===== src/rtl/hash_pkg.sv =====
// Shared encodings for the hash command sequencer: CU op codes, hash_op bit
// positions and the one-hot sequencer state set.
package hash_pkg;

  localparam logic [1:0] HOP_INIT = 2'b00;
  localparam logic [1:0] HOP_RUN  = 2'b01;
  localparam logic [1:0] HOP_LAST = 2'b10;
  localparam logic [1:0] HOP_CLR  = 2'b11;

  localparam int HOP_MAC_BIT = 3;
  localparam int HOP_384_BIT = 2;

  typedef enum logic [9:0] {
    S_IDLE   = 10'b00_0000_0001,
    S_INIT   = 10'b00_0000_0010,
    S_INIT_W = 10'b00_0000_0100,
    S_BREQ   = 10'b00_0000_1000,
    S_ISSUE  = 10'b00_0001_0000,
    S_OP_W   = 10'b00_0010_0000,
    S_NEXT   = 10'b00_0100_0000,
    S_CLR_W  = 10'b00_1000_0000,
    S_FIN    = 10'b01_0000_0000,
    S_FAIL   = 10'b10_0000_0000
  } state_e;

  function automatic logic [3:0] mk_op(input logic mac, input logic m384, input logic [1:0] op);
    logic [3:0] r;
    r = {2'b00, op};
    r[HOP_MAC_BIT] = mac;
    r[HOP_384_BIT] = m384;
    return r;
  endfunction

endpackage


===== src/rtl/hash_seq_wdog.sv =====
// Per-op watchdog: loaded on every CU strobe, counts while a CU response is
// awaited, saturates at TMO_MAX and flags expiry there.
module hash_seq_wdog
  import hash_pkg::*;
#(
  parameter int               TMO_W   = 16,
  parameter logic [TMO_W-1:0] TMO_MAX = {TMO_W{1'b1}}
) (
  input  logic clk,
  input  logic rst,
  input  logic load_i,
  input  logic cnt_en_i,
  output logic expired_o
);

  logic [TMO_W-1:0] cnt_q, cnt_d;

  // The strobe cycle itself counts as the first waited cycle.
  always_comb begin
    cnt_d = cnt_q;
    if (load_i) begin
      cnt_d = TMO_W'(1);
    end else if (cnt_en_i && (cnt_q != TMO_MAX)) begin
      cnt_d = cnt_q + TMO_W'(1);
    end
  end

  always_ff @(posedge clk) begin
    if (rst) cnt_q <= '0;
    else     cnt_q <= cnt_d;
  end

  assign expired_o = (cnt_q == TMO_MAX);

endmodule


===== src/rtl/hash_seq.sv =====
// Hash job sequencer: fetches message blocks and drives the INIT/RUN/LAST op
// stream into the hash CU, with abort and watchdog recovery through CLR.
module hash_seq
  import hash_pkg::*;
#(
  parameter int               NBLK_W  = 8,
  parameter int               TMO_W   = 16,
  parameter logic [TMO_W-1:0] TMO_MAX = {TMO_W{1'b1}}
) (
  input  logic              clk,
  input  logic              rst,
  input  logic              cmd_valid,
  output logic              cmd_ready,
  input  logic              cmd_mac,
  input  logic              cmd_384,
  input  logic [NBLK_W-1:0] cmd_nblk,
  input  logic              cmd_abort,
  output logic              blk_req,
  input  logic              blk_ack,
  output logic [NBLK_W-1:0] blk_idx,
  output logic [3:0]        hash_op,
  output logic              hash_en,
  output logic              hash_clr,
  input  logic              hash_rdy,
  input  logic              hash_done,
  output logic              seq_busy,
  output logic              seq_done,
  output logic              seq_err
);

  state_e            state_q, state_d;
  logic [NBLK_W-1:0] blk_idx_q, blk_idx_d, nblk_q, nblk_d;
  logic              mac_q, mac_d, m384_q, m384_d;
  logic [3:0]        hash_op_q, hash_op_d;
  logic              hash_en_q, hash_en_d, hash_clr_q, hash_clr_d;
  logic              pend_q, pend_d;
  logic              blk_req_q, cmd_ready_q, seq_busy_q, seq_done_q, seq_err_q;
  logic              seq_done_d, seq_err_d;
  logic              go_clr, abort_req, tmo, in_w, is_last;

  assign in_w      = (state_q == S_INIT_W) || (state_q == S_OP_W) || (state_q == S_CLR_W);
  assign is_last   = (blk_idx_q == nblk_q - NBLK_W'(1));
  assign abort_req = cmd_abort || pend_q;

  hash_seq_wdog #(.TMO_W(TMO_W), .TMO_MAX(TMO_MAX)) u_wdog (
    .clk       (clk),
    .rst       (rst),
    .load_i    (hash_en_d | hash_clr_d),
    .cnt_en_i  (in_w),
    .expired_o (tmo)
  );

  always_comb begin
    state_d    = state_q;
    blk_idx_d  = blk_idx_q;
    nblk_d     = nblk_q;
    mac_d      = mac_q;
    m384_d     = m384_q;
    hash_op_d  = hash_op_q;
    hash_en_d  = 1'b0;
    hash_clr_d = 1'b0;
    seq_done_d = 1'b0;
    seq_err_d  = 1'b0;
    pend_d     = 1'b0;
    go_clr     = 1'b0;
    case (state_q)
      S_IDLE: begin
        if (cmd_valid && cmd_ready_q) begin
          mac_d     = cmd_mac;
          m384_d    = cmd_384;
          nblk_d    = cmd_nblk;
          blk_idx_d = '0;
          state_d   = (cmd_nblk == '0) ? S_FAIL : S_INIT;
        end
      end
      S_INIT: begin
        if (abort_req) go_clr = 1'b1;
        else if (hash_rdy) begin
          hash_en_d = 1'b1;
          hash_op_d = mk_op(mac_q, m384_q, HOP_INIT);
          state_d   = S_INIT_W;
        end
      end
      // An abort landing on the strobe cycle is held one cycle so CLR never abuts EN.
      S_INIT_W: begin
        if (hash_en_q && cmd_abort) pend_d = 1'b1;
        else if (abort_req)         go_clr = 1'b1;
        else if (hash_done)         state_d = S_BREQ;
        else if (tmo)               go_clr = 1'b1;
      end
      S_BREQ: begin
        if (abort_req)    go_clr = 1'b1;
        else if (blk_ack) state_d = S_ISSUE;
      end
      S_ISSUE: begin
        if (abort_req) go_clr = 1'b1;
        else if (hash_rdy) begin
          hash_en_d = 1'b1;
          hash_op_d = mk_op(mac_q, m384_q, is_last ? HOP_LAST : HOP_RUN);
          state_d   = S_OP_W;
        end
      end
      S_OP_W: begin
        if (hash_en_q && cmd_abort) pend_d = 1'b1;
        else if (abort_req)         go_clr = 1'b1;
        else if (hash_done)         state_d = S_NEXT;
        else if (tmo)               go_clr = 1'b1;
      end
      S_NEXT: begin
        if (abort_req)    go_clr = 1'b1;
        else if (is_last) state_d = S_FIN;
        else begin
          blk_idx_d = blk_idx_q + NBLK_W'(1);
          state_d   = S_BREQ;
        end
      end
      S_CLR_W: begin
        if (hash_done || tmo) state_d = S_FAIL;
      end
      S_FIN: begin
        seq_done_d = 1'b1;
        state_d    = S_IDLE;
      end
      S_FAIL: begin
        seq_err_d = 1'b1;
        state_d   = S_IDLE;
      end
      default: state_d = S_IDLE;
    endcase
    if (go_clr) begin
      hash_clr_d = 1'b1;
      hash_op_d  = mk_op(mac_q, m384_q, HOP_CLR);
      state_d    = S_CLR_W;
    end
  end

  always_ff @(posedge clk) begin
    if (rst) begin
      state_q     <= S_IDLE;
      blk_idx_q   <= '0;
      nblk_q      <= '0;
      mac_q       <= 1'b0;
      m384_q      <= 1'b0;
      hash_op_q   <= '0;
      hash_en_q   <= 1'b0;
      hash_clr_q  <= 1'b0;
      pend_q      <= 1'b0;
      blk_req_q   <= 1'b0;
      cmd_ready_q <= 1'b1;
      seq_busy_q  <= 1'b0;
      seq_done_q  <= 1'b0;
      seq_err_q   <= 1'b0;
    end else begin
      state_q     <= state_d;
      blk_idx_q   <= blk_idx_d;
      nblk_q      <= nblk_d;
      mac_q       <= mac_d;
      m384_q      <= m384_d;
      hash_op_q   <= hash_op_d;
      hash_en_q   <= hash_en_d;
      hash_clr_q  <= hash_clr_d;
      pend_q      <= pend_d;
      blk_req_q   <= (state_d == S_BREQ);
      cmd_ready_q <= (state_d == S_IDLE);
      seq_busy_q  <= (state_d != S_IDLE);
      seq_done_q  <= seq_done_d;
      seq_err_q   <= seq_err_d;
    end
  end

  assign cmd_ready = cmd_ready_q;
  assign blk_req   = blk_req_q;
  assign blk_idx   = blk_idx_q;
  assign hash_op   = hash_op_q;
  assign hash_en   = hash_en_q;
  assign hash_clr  = hash_clr_q;
  assign seq_busy  = seq_busy_q;
  assign seq_done  = seq_done_q;
  assign seq_err   = seq_err_q;

endmodule

===== config.mk =====
export PLATFORM = sky130hd
export DESIGN_NAME = hash_seq
export DESIGN_NICKNAME = d
export VERILOG_FILES = /design/src/rtl/hash_pkg.sv /design/src/rtl/hash_seq_wdog.sv /design/src/rtl/hash_seq.sv
export SDC_FILE = /design/constraint.sdc
export NUM_CORES = 1
export LEC_CHECK = 0
export ABC_AREA = 1
export CAP_MARGIN = 40
export CORE_ASPECT_RATIO = 0.7
export CORE_MARGIN = 5
export CORE_UTILIZATION = 30
export CTS_BUF_LIST = sky130_fd_sc_hd__clkbuf_8
export CTS_CLUSTER_SIZE = 25
export DETAILED_ROUTE_END_ITERATION = 8
export SETUP_SLACK_MARGIN = 0.4
export SLEW_MARGIN = 20
export SYNTH_ARGS = -nofsm -noshare
export SYNTH_HDL_FRONTEND = slang
export SYNTH_SLANG_ARGS = --single-unit

===== constraint.sdc =====
create_clock -name clk -period 2.55 [get_ports clk]
set_input_delay 0.51 -clock clk [delete_from_list [all_inputs] [get_ports clk]]
set_output_delay 0.51 -clock clk [all_outputs]
set_load 0.01 [all_outputs]

# Yosys cells after proc, flatten, opt, wreduce, memory -nomap -nowiden
# Index checks and enable logic that the tools add are counted.
totals:
  out_inout_bits: 19
  register_bits: 56
  in_bits: 17
op_classes:
  n_mux: 45
  n_reduce_logical: 19
  bitwise_logic: 2
  addsub: 3
  eq_ne: 23
ops:
  columns: ["cell", "n"]
  rows:
  - ["$mux W10", 17]
  - ["$pmux W10 S8", 1]
  - ["$mux W8", 3]
  - ["$eq A10 B1 Y1 const B", 2]
  - ["$eq A10 B4 Y1 const B", 2]
  - ["$mux W4", 5]
  - ["$add A16 B1 Y16 const B", 1]
  - ["$eq A16 B16 Y1 const B", 1]
  - ["$ne A16 B16 Y1 const B", 1]
  - ["$pmux W8 S2", 1]
  - ["$mux W1", 14]
  - ["$ne A3 B3 Y1 const B", 4]
  - ["$eq A10 B10 Y1 const B", 1]
  - ["$eq A10 B2 Y1 const B", 1]
  - ["$eq A10 B3 Y1 const B", 1]
  - ["$eq A10 B5 Y1 const B", 1]
  - ["$eq A10 B6 Y1 const B", 1]
  - ["$eq A10 B7 Y1 const B", 1]
  - ["$eq A10 B8 Y1 const B", 1]
  - ["$eq A10 B9 Y1 const B", 1]
  - ["$ne A10 B1 Y1 const B", 1]
  - ["$mux W9", 1]
  - ["$add A8 B1 Y8 const B", 1]
  - ["$eq A8 B8 Y1", 1]
  - ["17 further kinds", 28]

# Depth between registers and ports, before layout
depth:
  word_depth: 9
  ltp_mapped: 15
  ltp_nobuf: 14

# Modules after synthesis
# A second synthesis with hierarchy kept.
hier_totals:
  hier_cells: 496
  area_unflattened_um2: 3300.7
by_module_without_submodules:
  columns: ["mod", "instances", "cells_each", "area_each_um2"]
  rows:
  - ["hash_seq", 1, 349, 2337.2]
  - ["hash_seq_wdog", 1, 147, 963.4]

# Worst setup path after synthesis
# No wires, ideal clock.
synth_timing:
  path_type: "flip-flop to flip-flop"
  startpoint: "reg u_wdog.cnt_q[0]"
  endpoint: "reg u_wdog.cnt_q[2]"
  stages_incl_launch_ff: 14
  path_slack_ps: 800
  n_path_buf: 1
  required_ps: 2430
  arrival_time_ps: 1630
  path_cell_list: "dfxtp_1 > ha_1 > inv_1 > nor3_4 > nand2_2 > inv_2 > nand3_1 > nand2_1 > nand4_2 > nand2_4 > nor2_8 > nand2_4 > buf_12 > a21oi_2"
synth_via:
  elab_chain_len: 9
  elab_cells_between_ends: 12
synth_lines:
  columns: ["item", "line", "rtl"]
  rows:
  - ["from (decl)", "hash_seq_wdog.sv:16", "logic [TMO_W-1:0] cnt_q, cnt_d;"]
  - ["from (signal assigned)", "hash_seq_wdog.sv:30", "else cnt_q <= cnt_d;"]
  - ["$eq A16 B16 Y1", "hash_seq_wdog.sv:33", "assign expired_o = (cnt_q == TMO_MAX);"]
  - ["$mux W1", "hash_seq.sv:89, hash_seq.sv:107", null]
  - ["$mux W1", "hash_seq.sv:88", "else if (hash_done) state_d = S_BREQ;"]
  - ["$mux W1", "hash_seq.sv:105", "else if (abort_req) go_clr = 1'b1;"]
  - ["$mux W1", "hash_seq.sv:104", "if (hash_en_q && cmd_abort) pend_d = 1'b1;"]
  - ["$pmux W1 S2", "hash_seq.sv:66", "case (state_q)"]
  - ["$mux W1", "hash_seq.sv:130", "if (go_clr) begin"]
  - ["$or A1 B1 Y1", "hash_seq.sv:48", ".load_i (hash_en_d | hash_clr_d),"]
  - ["$reduce_or A2 Y1 (no line)", null, null]
# Parallel ways exist; a longest one is shown, timed or not.
# A chain may end at the register's enable or synchronous reset.

# Final worst setup path
layout_timing:
  startpoint: "reg blk_idx_q[2] (netlist: blk_idx[2])"
  endpoint: "out blk_idx[2]"
layout_rtl:
  columns: ["item", "line", "rtl"]
  rows:
  - ["from (decl)", "hash_seq.sv:32", "logic [NBLK_W-1:0] blk_idx_q, blk_idx_d, nblk_q, nblk_d;"]
  - ["from (signal assigned)", "hash_seq.sv:155", "blk_idx_q <= blk_idx_d;"]
  - ["to (decl)", "hash_seq.sv:20", "output logic [NBLK_W-1:0] blk_idx,"]
# No word-level cell between the ends.

==> results.sh <==
export IMPL_synth_top_cell_area_share_pct=33.5
export IMPL_power_density_mw_per_mm2=699
export IMPL_row_count=32
export IMPL_hold_violations=0
export IMPL_r2r_cells=13
export IMPL_n_antenna_cell=0
export IMPL_io_buffers=35
export IMPL_synth_seq_area_share_pct=33.5
export IMPL_numCtsBuffers=5
export IMPL_yosys_warnings=0
export IMPL_coreArea_sq_mm=0.0110
export IMPL_tightestPinTransition_ns=0.539
export IMPL_post_dp_hpwl_um=6520
export IMPL_synth_enable_flop_cells=0
export IMPL_clock_skew_ns=0.00521
export IMPL_ys_seq_elements=56
export IMPL_dp_cells=653
export IMPL_synthFlopType="dfxtp_1"
export IMPL_ys_types=42
export IMPL_worstSetupPathType="register to output port"
export IMPL_drv_cap=0
export IMPL_netlist_area_sq_mm=0.00334
export IMPL_ir_drop_v=0.000290
export IMPL_clkTransAtPathRegs_ns=0.10
export IMPL_tns_ns=0
export IMPL_grt_pass1_vias=2855
export IMPL_grt_overflow=0
export IMPL_area_growth_pct=19.7
export IMPL_drt_iter0_markers=196
export IMPL_clk_path_buf_depth=2
export IMPL_arrival_ns=1.47
export IMPL_cp_num_buf_inv=1
export IMPL_dieWidth_um=136
export IMPL_slew_limit_headroom_pct=64.0
export IMPL_yosysMostFrequentCell="nand2_1"
export IMPL_fmax_ghz=0.505
export IMPL_cp_depth=1
export IMPL_first_pass_iters=4
export IMPL_critical_path_endpoint_type="output port"
export IMPL_wirelength_um=8430
export IMPL_postCtsHoldBufs=0
export IMPL_min_path_type="register to register"
export IMPL_antenna_found_initial=0
export IMPL_nets=532
export IMPL_layout_drive_gt1_share_pct=17.2
export IMPL_critical_path_slowest_cell="clkdlybuf4s50_1"
export IMPL_ys_async_sr_fraction_pct=0
export IMPL_vias=3075
export IMPL_synth_area_leaders="dfxtp_1 34%, nand2_1 11%, nand3_1 6.3%"
export IMPL_die_h_um=98.3
export IMPL_drv_slew=0
export IMPL_synth_common_cells="102 x nand2_1, 56 x dfxtp_1, 52 x nor2_1"
export IMPL_path_max_fanout=9
export IMPL_setup_viol=0
export IMPL_rr_endpoint="blk_idx[3]$_SDFFE_PP0P_"
export IMPL_worstSetupStartpoint="blk_idx[2]$_SDFFE_PP0P_"
export IMPL_ant_nets=0
export IMPL_clock_latency_ns=0.33
export IMPL_die_area_sq_mm=0.0134
export IMPL_cts_sinks=56
export IMPL_gp_congestion=0.918
export IMPL_rsz0062_at_grt="yes"
export IMPL_startpoint_type="register"
export IMPL_grt_pass1_wl_um=14300
export IMPL_fill_cells=1194
export IMPL_final_cells=666
export IMPL_status="finished, final reports clean"
export IMPL_p_leak_nw=1.56
export IMPL_crit_family="buffers and inverters"
export IMPL_drc=0
export IMPL_synth_top_cell_by_area="dfxtp_1"
export IMPL_grt_max_degree=20
export IMPL_avgRoutedWirePerCell_um=12.7
export IMPL_htree_levels=2
export IMPL_slowest_delay_ns=0.62
export IMPL_io_pin_count=36
export IMPL_synth_cells=474
export IMPL_cts_tree="yes"
export IMPL_syn_nets=494
export IMPL_viasPerCell=4.62
export IMPL_start_util_pct=30.5
export IMPL_cts_root_buf="clkbuf_8"
export IMPL_finalWorstSetupSlack_ns=0.569
export IMPL_rr_startpoint="nblk_q[0]$_SDFFE_PP0P_"
export IMPL_period_needed_ns=1.98
export IMPL_worstPathCellList="clkdlybuf4s50_1"
export IMPL_required_ns=2.04
export IMPL_reg2reg_setup_slack_ns=0.60
export IMPL_timing_final_crit_share_pct=77.7
export IMPL_endpoint="blk_idx[2]"
export IMPL_dp_worst_setup_slack_ns=0.318
export IMPL_syn_avg_cell_area_sq_um=7.05
export IMPL_track_usage_pct=13.2
-- worst min-delay path by stage --
| stage | from | end | slack (ns) | cells after the start |
|---|---|---|---|---|
| after detailed placement | state_q[9]$_SDFF_PP0_ | seq_done$_SDFF_PP0_ | 0.43 | 1 |
| after global routing | mac_q$_SDFFE_PP0P_ | mac_q$_SDFFE_PP0P_ | 0.47 | 2 |
| final | mac_q$_SDFFE_PP0P_ | mac_q$_SDFFE_PP0P_ | 0.45 | 2 |
| after global placement | state_q[9]$_SDFF_PP0_ | seq_done$_SDFF_PP0_ | 0.43 | 1 |
| after CTS | mac_q$_SDFFE_PP0P_ | mac_q$_SDFFE_PP0P_ | 0.45 | 2 |
| after floorplan | state_q[8]$_SDFF_PP0_ | seq_err$_SDFF_PP0_ | 0.42 | 1 |
-- registers in the layout, indices dropped and copies added, names as in the netlist --
signal	flops
blk_req	1
nblk_q	8
hash_en	1
m384_q	1
pend_q	1
hash_op	4
cmd_ready	1
u_wdog.cnt_q	16
seq_err	1
seq_done	1
blk_idx	8
mac_q	1
hash_clr	1
state_q	10
seq_busy	1
-- logic make-up after synthesis --
group / count (synthesis) / synth area share [%]
xor+xnor: 19 / 4.98
flops: 56 / 33.5
buf+inv: 70 / 9.14
compound gates: 63 / 11.4
fa+ha+maj: 3 / 1.12
simple gates: 263 / 39.8
-- report_power, final --
group          internal [W]  leakage [nW]  switching [W]
Sequential         0.000984         0.455      0.0000926
Combinational      0.000425          1.05       0.000682
Clock              0.000296        0.0548       0.000315
Total               0.00171          1.56        0.00109
-- per-stage QoR --
step	cell area [sq um]	util (%)	hold WS, ns	power, W
6_report	4000	36.5	0.446	0.00279
3_5_place_dp	3820	34.8	0.434	0.00218
3_3_place_gp	3820	34.8	0.433	0.00216
4_1_cts	3940	35.9	0.451	0.00279
5_1_grt	4000	36.5	0.470	0.00301
2_1_floorplan	3340	-	0.418	0.00190
-- routing by layer --
layer  routed length (um)  share of wire [%]  up-vias  track usage, %
met1                 4380                 52     1390            19.9
met3                  412                4.9        8            2.73
li1                     -                  -     1613               -
met5                    0                  0        -               0
met2                 3530                 42       64            18.8
met4                  111                1.3        0            3.95
-- cells in the final DEF, fill, tap and decap left out, types with 2 or more instances in the layout --
cell type / n
nand4_2: 4
clkdlybuf4s50_1: 35
inv_1: 45
nand2_1: 101
nand2_4: 6
dfxtp_2: 3
nor2_1: 52
ha_1: 2
dfxtp_1: 53
nor3_2: 4
nor3b_1: 2
a21oi_2: 10
nor4_1: 2
inv_6: 2
clkbuf_8: 5
nand3_1: 42
nor2_2: 11
nand4_1: 9
nor3_1: 9
nand3b_1: 2
a31oi_1: 2
inv_2: 13
buf_4: 7
a21oi_1: 28
nor2_8: 2
xor2_1: 9
nand2_2: 9
nand3_2: 2
xnor2_1: 10
o21ai_0: 17
-- what timing repair did --
action | in CTS | in global routing
resized for setup | 0 | 8
setup endpoints to repair | 0 | 34
buffers inserted | 0 | 5
-- final cells by class --
class	count	area [sq um]	share of cell area, %
multi-input cells	348	1940	48.5
flip-flops and latches	56	1120	28.1
repair buffers	42	403	10.1
inverters	59	226	5.66
well taps	153	191	4.79
clock buffers	5	68.8	1.72
clock inverters	3	46.3	1.16
No activity file was read; power rests on OpenSTA's default activity.
